**src/rtl/sg_pkg.sv**
```systemverilog
// Shared encodings for the multi-voice signal generator: waveform and register
// codes, CTRL bit positions and the noise LFSR definition.
package sg_pkg;

  typedef enum logic [1:0] {
    WAVE_SQ    = 2'b00,
    WAVE_PULSE = 2'b01,
    WAVE_SAW   = 2'b10,
    WAVE_NOISE = 2'b11
  } wave_e;

  typedef enum logic [1:0] {
    REG_FREQ_LO = 2'd0,
    REG_FREQ_HI = 2'd1,
    REG_CTRL    = 2'd2,
    REG_SHAPE   = 2'd3
  } reg_e;

  localparam int CTRL_EN_BIT   = 0;
  localparam int CTRL_WAVE_LSB = 1;
  localparam int CTRL_CLR_BIT  = 3;
  localparam int SHAPE_DUTY_LSB = 4;

  localparam logic [15:0] LFSR_TAPS = 16'hB400;
  localparam logic [15:0] LFSR_SEED = 16'hACE1;

  // One Galois shift: output bit 0 feeds back through the tap mask.
  function automatic logic [15:0] lfsr_next(input logic [15:0] s);
    return {1'b0, s[15:1]} ^ (s[0] ? LFSR_TAPS : 16'h0000);
  endfunction

endpackage

```
**src/rtl/sg_voice.sv**
```systemverilog
// One generator voice: its register bank, phase accumulator, noise LFSR and the
// waveform-to-amplitude mapping.
module sg_voice
  import sg_pkg::*;
#(
  parameter int PHASE_W = 16,
  parameter int DATA_W  = 8,
  parameter int AMP_W   = 4
) (
  input  logic              clk,
  input  logic              rst_n,
  input  logic              tick,
  input  logic              wr_en,
  input  logic [1:0]        wr_reg,
  input  logic [DATA_W-1:0] wr_data,
  output logic [AMP_W-1:0]  amplitude
);

  localparam int MSB = PHASE_W - 1;

  logic [PHASE_W-1:0] freq;
  logic [PHASE_W-1:0] acc;
  logic [PHASE_W-1:0] acc_sum;
  logic [15:0]        lfsr;
  logic               enable;
  wave_e              wave;
  logic [3:0]         duty;
  logic [AMP_W-1:0]   level;

  logic wr_ctrl;
  logic run;
  logic phase_clr;
  logic wrap;
  logic wave_bit;

  assign wr_ctrl   = wr_en && (wr_reg == REG_CTRL);
  // A CTRL write landing on a tick already governs that tick.
  assign run       = tick && (wr_ctrl ? wr_data[CTRL_EN_BIT] : enable);
  assign phase_clr = wr_ctrl && wr_data[CTRL_CLR_BIT];
  assign acc_sum   = acc + freq;
  assign wrap      = run && !phase_clr && acc[MSB] && !acc_sum[MSB];

  // NOTE: every register here uses non-blocking assignment so all reads in this
  // block see pre-edge values, which is what makes old-freq-on-collision hold.
  always_ff @(posedge clk or negedge rst_n) begin
    if (!rst_n) begin
      freq   <= '0;
      acc    <= '0;
      lfsr   <= LFSR_SEED;
      enable <= 1'b0;
      wave   <= WAVE_SQ;
      duty   <= '0;
      level  <= '0;
    end else begin
      if (phase_clr)  acc <= '0;
      else if (run)   acc <= acc_sum;
      if (wrap)       lfsr <= lfsr_next(lfsr);
      if (wr_en) begin
        unique case (wr_reg)
          REG_FREQ_LO: freq[DATA_W-1:0]       <= wr_data;
          REG_FREQ_HI: freq[PHASE_W-1:DATA_W] <= wr_data[PHASE_W-DATA_W-1:0];
          REG_CTRL: begin
            enable <= wr_data[CTRL_EN_BIT];
            wave   <= wave_e'(wr_data[CTRL_WAVE_LSB +: 2]);
          end
          default: begin
            duty  <= wr_data[SHAPE_DUTY_LSB +: 4];
            level <= wr_data[AMP_W-1:0];
          end
        endcase
      end
    end
  end

  // NOTE: defaults first so no path through this block leaves an output
  // unassigned and infers a latch.
  always_comb begin
    wave_bit  = 1'b0;
    amplitude = '0;
    unique case (wave)
      WAVE_SQ:    wave_bit = acc[MSB];
      WAVE_PULSE: wave_bit = acc[MSB-:4] < duty;
      WAVE_NOISE: wave_bit = lfsr[0];
      default:    wave_bit = |acc[MSB-:AMP_W];
    endcase
    if (enable) begin
      if (wave == WAVE_SAW) amplitude = acc[MSB-:AMP_W];
      else                  amplitude = wave_bit ? level : '0;
    end
  end

endmodule

```
**src/rtl/multi_voice_signal_gen.sv**
```systemverilog
// Multi-voice phase-accumulator generator: pin-strobed register writes, a tick
// prescaler, NUM_VOICES voices and a first-order sigma-delta mixer.
module multi_voice_signal_gen
  import sg_pkg::*;
#(
  parameter int NUM_VOICES = 4,
  parameter int PHASE_W    = 16,
  parameter int DATA_W     = 8,
  parameter int AMP_W      = 4,
  parameter int PRESCALE   = 50,
  localparam int ADDR_W    = $clog2(NUM_VOICES) + 2,
  localparam int SUM_W     = AMP_W + $clog2(NUM_VOICES)
) (
  input  logic                  clk,
  input  logic                  rst_n,
  input  logic                  ena,
  input  logic                  wr_strobe,
  input  logic [ADDR_W-1:0]     wr_addr,
  input  logic [DATA_W-1:0]     wr_data,
  output logic                  audio_out,
  output logic [NUM_VOICES-1:0] voice_out,
  output logic                  tick_out
);

  localparam int VOICE_W = $clog2(NUM_VOICES);
  localparam int CNT_W   = $clog2(PRESCALE);

  logic [1:0]         strobe_sync;
  logic               strobe_prev;
  logic               commit;
  logic [VOICE_W-1:0] voice_sel;
  logic [1:0]         reg_sel;
  logic [CNT_W-1:0]   count;
  logic               tick;
  logic [AMP_W-1:0]   amp [NUM_VOICES];
  logic [SUM_W-1:0]   sum;
  logic [SUM_W-1:0]   err;
  logic [SUM_W:0]     mix;

  // The strobe is asynchronous to clk; address/data are quasi-static and are
  // only sampled on the commit cycle, after the strobe has been synchronised.
  always_ff @(posedge clk or negedge rst_n) begin
    if (!rst_n) begin
      strobe_sync <= '0;
      strobe_prev <= 1'b0;
    end else begin
      strobe_sync <= {strobe_sync[0], wr_strobe};
      strobe_prev <= strobe_sync[1];
    end
  end

  assign commit    = strobe_sync[1] && !strobe_prev;
  assign voice_sel = wr_addr[ADDR_W-1:2];
  assign reg_sel   = wr_addr[1:0];

  assign tick = ena && (count == CNT_W'(PRESCALE - 1));

  always_ff @(posedge clk or negedge rst_n) begin
    if (!rst_n) begin
      count    <= '0;
      tick_out <= 1'b0;
    end else begin
      tick_out <= tick;
      if (ena) count <= tick ? '0 : count + 1'b1;
    end
  end

  for (genvar v = 0; v < NUM_VOICES; v++) begin : g_voice
    sg_voice #(
      .PHASE_W (PHASE_W),
      .DATA_W  (DATA_W),
      .AMP_W   (AMP_W)
    ) u_voice (
      .clk       (clk),
      .rst_n     (rst_n),
      .tick      (tick),
      .wr_en     (commit && (voice_sel == VOICE_W'(v))),
      .wr_reg    (reg_sel),
      .wr_data   (wr_data),
      .amplitude (amp[v])
    );
    assign voice_out[v] = |amp[v];
  end

  // SUM_W leaves exactly enough headroom for every voice at full scale.
  always_comb begin
    sum = '0;
    for (int v = 0; v < NUM_VOICES; v++) sum = sum + SUM_W'(amp[v]);
  end

  assign mix = {1'b0, err} + {1'b0, sum};

  always_ff @(posedge clk or negedge rst_n) begin
    if (!rst_n) begin
      err       <= '0;
      audio_out <= 1'b0;
    end else begin
      err       <= mix[SUM_W-1:0];
      audio_out <= mix[SUM_W];
    end
  end

endmodule

```
**config.mk**
```make
export PLATFORM = sky130hd
export DESIGN_NAME = multi_voice_signal_gen
export DESIGN_NICKNAME = d
export VERILOG_FILES = /design/src/rtl/sg_pkg.sv /design/src/rtl/sg_voice.sv /design/src/rtl/multi_voice_signal_gen.sv
export SDC_FILE = /design/constraint.sdc
export NUM_CORES = 1
export LEC_CHECK = 0
export BUFFER_PORTS_ARGS = -buffer_cell sky130_fd_sc_hd__buf_2
export CORE_MARGIN = 4
export CORE_UTILIZATION = 59
export CTS_BUF_LIST = sky130_fd_sc_hd__clkbuf_8
export DETAILED_ROUTE_END_ITERATION = 8
export PLACE_DENSITY = 0.84
export SYNTH_ARGS = -nofsm -noshare
export SYNTH_HDL_FRONTEND = slang
export SYNTH_SLANG_ARGS = --single-unit
```
**constraint.sdc**
```tcl
create_clock -name clk -period 4.63 [get_ports clk]
set_input_delay 0.6945 -clock clk [delete_from_list [all_inputs] [get_ports clk]]
set_output_delay 0.6945 -clock clk [all_outputs]
set_load 0.005 [all_outputs]
```
== After elaboration in Yosys (flattened, before gate mapping) ==
Index checks and enable logic that the tools add are counted.
Word-level totals
  output and inout port bits: 6
  bits of input ports: 16
  register bits: 253
Operators by class
  equality and inequality tests: 18
  bitwise logic cells: 5
  muxes and demuxes: 33
  add/sub/neg operators: 9
  $lt $le $gt $ge: 4
  reductions and logical operators: 74
Operators with widths (number)
  2-to-1 mux 16 bit: 12
  adder 16 bit: 4
  XOR 15 x 16 -> 16 bit: 4
  2-to-1 mux 4 bit: 12
  AND reduction 2 bit: 16
  OR reduction 4 bit: 8
  logical AND 1 bit: 30
  == test 2 bit (second input constant): 11
  < comparator 4 bit: 4
  == test 2 x 1 -> 1 bit (second input constant): 6
  logical NOT 2 bit: 6
  case mux 1 bit (3 select lines): 4
  logical NOT 1 bit: 9
  nonzero test 2 bit: 4
  adder 6 x 6 -> 7 bit: 1
  adder 5 x 4 -> 6 bit: 1
  adder 6 x 1 -> 6 bit (second input constant): 1
  adder 6 x 4 -> 6 bit: 1
  == test 6 bit (second input constant): 1
  2-to-1 mux 6 bit: 1
  adder 4 x 4 -> 5 bit: 1
  2-to-1 mux 1 bit: 4
  OR reduction 3 bit: 1
  inverter 1 bit: 1

== Longest topological paths before layout ==
  depth after elaboration: 9
  gate-level depth with buffers: 19
  depth with buffers taken out: 19

== Modules after synthesis ==
Synthesis repeated with hierarchy kept, for this count alone.
Unflattened totals
  cell total of the unflattened synthesis: 1573
  area, all modules: 15860.2 µm²
Modules (own cells, without submodules)
  sg_voice (g_voice[0].u_voice ...): sequential area each 1486.4 µm², area each 3210.6 µm², cells each 276, times used 2
  sg_voice (g_voice[3].u_voice): sequential area each 1486.4 µm², area each 4122.7 µm², cells each 459, times used 1
  sg_voice (g_voice[2].u_voice): sequential area each 1486.4 µm², area each 4106.4 µm², cells each 453, times used 1
  multi_voice_signal_gen: sequential area each 425.4 µm², area each 1209.9 µm², cells each 109, times used 1

== Worst setup path before layout ==
OpenSTA, ideal clock, no wires.
  path kind: flip-flop to flip-flop
  start: reg g_voice[1].u_voice.acc[13]
  end: reg audio_out
  setup slack: 271 ps
  cell stages (with the launch flop): 19
  arrival time: 4279 ps
  data required time: 4550 ps
  buffers on the path: 0
  cells stage by stage: dfrtp_1 ha_1 a21o_1 a21oi_1 nor4bb_1 nor3b_1 a22oi_1 fa_1 inv_1 fa_1 inv_1 fa_1 inv_1 ha_1 a21o_1 a21oi_1 o21bai_1 a21oi_1 xnor2_1
On the way
  longest elaborated chain between the ends: 9
RTL lines
  start, declared: RTL line sg_voice.sv:22  | logic [PHASE_W-1:0] acc;
  start signal, assigned: RTL line sg_voice.sv:56  | else if (run) acc <= acc_sum;
  < comparator 4 bit or OR reduction 4 bit (tied branches): RTL line sg_voice.sv:82, sg_voice.sv:84
  case mux 1 bit (3 select lines): RTL line sg_voice.sv:80  | unique case (wave)
  2-to-1 mux 4 bit: RTL line sg_voice.sv:88  | else amplitude = wave_bit ? level : '0;
  2-to-1 mux 4 bit *: RTL line sg_voice.sv:87  | if (wave == WAVE_SAW) amplitude = acc[MSB-:AMP_W];
  2-to-1 mux 4 bit *: RTL line sg_voice.sv:86  | if (enable) begin
  adder 4 x 4 -> 5 bit *: RTL line multi_voice_signal_gen.sv:88  | for (int v = 0; v < NUM_VOICES; v++) sum = sum + SUM_W'(amp[v]);
  adder 5 x 4 -> 6 bit *: RTL line multi_voice_signal_gen.sv:88
  adder 6 x 4 -> 6 bit *: RTL line multi_voice_signal_gen.sv:88
  adder 6 x 6 -> 7 bit *: RTL line multi_voice_signal_gen.sv:91  | assign mix = {1'b0, err} + {1'b0, sum};
  named net mix[6]: RTL line multi_voice_signal_gen.sv:38  | logic [SUM_W:0] mix;
  end signal, assigned: RTL line multi_voice_signal_gen.sv:99  | audio_out <= mix[SUM_W];
  end, declared: RTL line multi_voice_signal_gen.sv:20  | output logic audio_out,
The timed path passes the listed nets; every way through them passes the cells marked *.
A chain may end at the register's enable or synchronous reset.

== Worst setup path after layout ==
  start: reg g_voice[1].u_voice.duty[1]
  end: reg err[5]
On the way
  longest elaborated chain between the ends: 9
RTL lines
  start, declared: RTL line sg_voice.sv:27  | logic [3:0] duty;
  start signal, assigned: RTL line sg_voice.sv:67  | duty <= wr_data[SHAPE_DUTY_LSB +: 4];
  < comparator 4 bit: RTL line sg_voice.sv:82  | WAVE_PULSE: wave_bit = acc[MSB-:4] < duty;
  case mux 1 bit (3 select lines): RTL line sg_voice.sv:80
  2-to-1 mux 4 bit: RTL line sg_voice.sv:88
  2-to-1 mux 4 bit: RTL line sg_voice.sv:87
  2-to-1 mux 4 bit: RTL line sg_voice.sv:86
  adder 4 x 4 -> 5 bit: RTL line multi_voice_signal_gen.sv:88
  adder 5 x 4 -> 6 bit: RTL line multi_voice_signal_gen.sv:88
  adder 6 x 4 -> 6 bit: RTL line multi_voice_signal_gen.sv:88
  adder 6 x 6 -> 7 bit: RTL line multi_voice_signal_gen.sv:91
  named net mix[5]: RTL line multi_voice_signal_gen.sv:38
  end signal, assigned: RTL line multi_voice_signal_gen.sv:98  | err <= mix[SUM_W-1:0];
  end, declared: RTL line multi_voice_signal_gen.sv:37  | logic [SUM_W-1:0] err;
The timed path passes the listed nets, and every way through them passes these cells.

==> results.md <==
* Pwr dens at ~380 mW/mm²
* Worst EP required at 5.06 ns
* Worst R2R Setup Slack at 0.23 ns
* Final #Nets at 1328
* Dpl hpwl at around 19 mm
* Main flop type after synthesis: dfrtp_1
* Layout cells sized above 1 at 0.246
* H-tree Lvls at 2
* Longest Clk Path Bufs at 3
* Port bufs at 21
* Slowest cell on the critical path: fa_1
* Vias in the first global route at between 9000 and 10000
* Outcome: complete, no violations
* Worst slew pin tran at a little under 0.9 ns
* Cell-by-cell trace of the critical path: inv_1, ha_1, a21o_1, a21oi_1, nor4bb_1, nor3b_1, buf_4, a22oi_1, fa_1, fa_1, fa_1, inv_1, ha_1, inv_1, fa_1, inv_1, a21o_1, a21oi_1, xnor2_1
* Clock skew after layout at 0.0421 ns
* DRT Wirelength at 28.3 mm
* Vias after detailed routing at 9245
* Clock buffer count from CTS at 43
* Synth Warn # at 0
* RSZ-0062 raised after global routing: no
* Post-synthesis cell area at 0.0136 mm²
* Most common cell after layout, fill and taps aside: dfrtp_1
* P&R area growth vs syn at 9.58%
* Worst setup SP type: register
* Mapped Cells at around 1200
* Pin count of the biggest net entering global routing at ~110
* TritonRoute pass-1 iters at 5
* Initial DRC count at ~710
* Vias per cell at 6.04
* Post-layout min period at about 4.4 ns
* Root Driver: clkbuf_8
* WL/cell at 18.5 µm
* Die area at between 0.02 and 0.03 mm²
* Fraction of registers with async set/reset at 1.00
* Fmax achieved at between 200 and 250 MHz
* Fill count at around 1700
* Setup TNS at 0 ns
* Max stage delay on crit path at roughly 0.52 ns
* First-pass GRT wire length at between 40 and 50 mm
* Starting Density at 0.600
* Antenna diodes at 0
* # setup viols final at 0
* Syn Area/Cell at about 12 µm²
* Number of synthesized register bits at between 200 and 300
* Commonest non-fill, non-tap cells in the layout: 221 x dfrtp_1, 145 x mux2_2, 84 x ha_1
* Die width at between 150 and 200 µm
* Initial antenna violation count at 1
* Final period util at 0.951
* Final Util at 0.658
* Number of remaining DRC errors at 0
* Clk slew on worst S/H paths at 0.06 ns
* Leak Pwr at about 7.5 nW
* TritonCTS Sinks at ~250
* Grt total ovfl at 0
* Number of max-cap violations at 0
* Syn nets at about 1300
* Ports at 22
* Fin Hold WS at roughly 0.17 ns
* CTS tree: yes
* Final antenna-violating net count at 0
* Sequential area share after synthesis at 0.469
* Tot GR Track Use at 0.223
* Die H at between 150 and 200 µm
* Slew margin rel. at 0.409
* Crit Path Max Fanout at 4
* Critical Path End Type: register
* Core region area at 0.0226 mm²
* Worst VDD drop at 250 µV
* Number of synthesized flops with an enable pin at 0
* Clock Latency Late Sink at around 0.56 ns
* HP Class: primary input to async pin
* Post-CTS Hold Fix Bufs at 0
* Gp weighted congestion at approximately 0.86
* Netlist cell types at between 70 and 80
* Slew Limit Fails at 0
* Data arrival, critical path at 4.83 ns
* Critical path class: register to register
* # rows at between 50 and 60
* Final Hold Vio Count at 0
==> metrics by stage <==
step	power [W]	setup WS, ns	cell area, µm²	std cells
after floorplan	0.00345	0.271	13600	1165
after global placement	0.00368	0.275	14000	1452
after detailed placement	0.00376	0.174	14000	1452
after CTS	0.00571	0.154	14900	1530
after global routing	0.00601	0.0244	14900	1531
final	0.00568	0.227	14900	1531
==> synthesized netlist by cell type, types with 9 or more instances <==
cell type  count  area (µm²)
a21o_1        27         203
a21oi_1       55         275
a22o_1        41         359
a22oi_1       13        97.6
a31oi_1       14        87.6
and3_1         9        56.3
clkbuf_1      24        90.1
dfrtp_1      221        5530
dfstp_2       32         841
fa_1          15         300
ha_1          84        1050
inv_1         63         236
mux2_2       145        1630
mux2_4        10         150
nand2_1       77         289
nand2b_1      24         150
nand3_1       12        60.1
nor2_1        21        78.8
nor2b_1       10        62.6
nor3_1         9        45.0
o21ai_0       64         320
xnor2_1       34         298
xor2_1        36         315
==> metal layers <==
layer  GRT usage  vias to the layer above  wire (µm)
met4      0.0761                        2        692
met5           0                        -         12
li1            -                     4328          -
met1       0.301                     4658      12600
met3      0.0390                       56       1300
met2       0.370                      201      13800
==> kinds of logic after synthesis <==
family,count (synthesis),share of synthesized area
buf+inv,98,0.0291
xor+xnor,70,0.0451
mux,159,0.134
compound gates,277,0.140
fa+ha+maj,99,0.0994
simple gates,209,0.0832
flops,253,0.469
==> critical path, delay by kind of cell (launching register included) <==
family,cells,cell delay [ns]
fa+ha+maj,6,2.38
xor+xnor,1,0.12
flops,1,0.33
simple gates,2,0.39
compound gates,5,0.61
buf+inv,5,0.48
==> area by class of cell <==
cell class	count	area [µm²]	share of cell area
multi-input combinational	814	6830	0.458
sequential	253	6370	0.428
clock buffer	54	743	0.0499
tap	285	357	0.0239
timing repair buffer	38	255	0.0171
inverter	63	236	0.0159
clock inverter	24	101	0.00681
==> repair_timing <==
item | in CTS | in global routing
buffers inserted | 0 | 1
setup endpoints to repair | 0 | 1
resized for setup | 0 | 1
==> power breakdown <==
part	switching, W	leakage [nW]	internal (W)	total [W]
Clock	0.000877	0.507	0.00105	0.00192
Combinational	0.000579	3.75	0.000513	0.00109
Sequential	0.000185	3.23	0.00247	0.00266
Total	0.00164	7.49	0.00404	0.00568
==> final timing paths <==
| kind | from | to | depth (start not counted) |
|---|---|---|---|
| min in group clk | wr_strobe | strobe_sync[0] | 1 |
| max in group asynchronous | rst_n | count[1] | 2 |
| worst max-delay path | g_voice[1].u_voice.duty[1] | err[5] | 19 |
| worst max register to register | g_voice[1].u_voice.duty[1] | err[5] | 19 |
| worst min register to register | strobe_sync[0] | strobe_sync[1] | 0 |
| worst min-delay path | rst_n | g_voice[3].u_voice.acc[6] | 1 |
==> flip-flops by register name, indices dropped and copies added, names as in the netlist <==
register / cells
g_voice.u_voice.duty: 16
g_voice.u_voice.acc: 64
audio_out: 1
strobe_sync: 2
strobe_prev: 1
g_voice.u_voice.freq: 64
count: 6
tick_out: 1
g_voice.u_voice.enable: 4
g_voice.u_voice.level: 16
err: 6
g_voice.u_voice.wave: 8
g_voice.u_voice.lfsr: 64
Power figures use the tool's default switching activity.
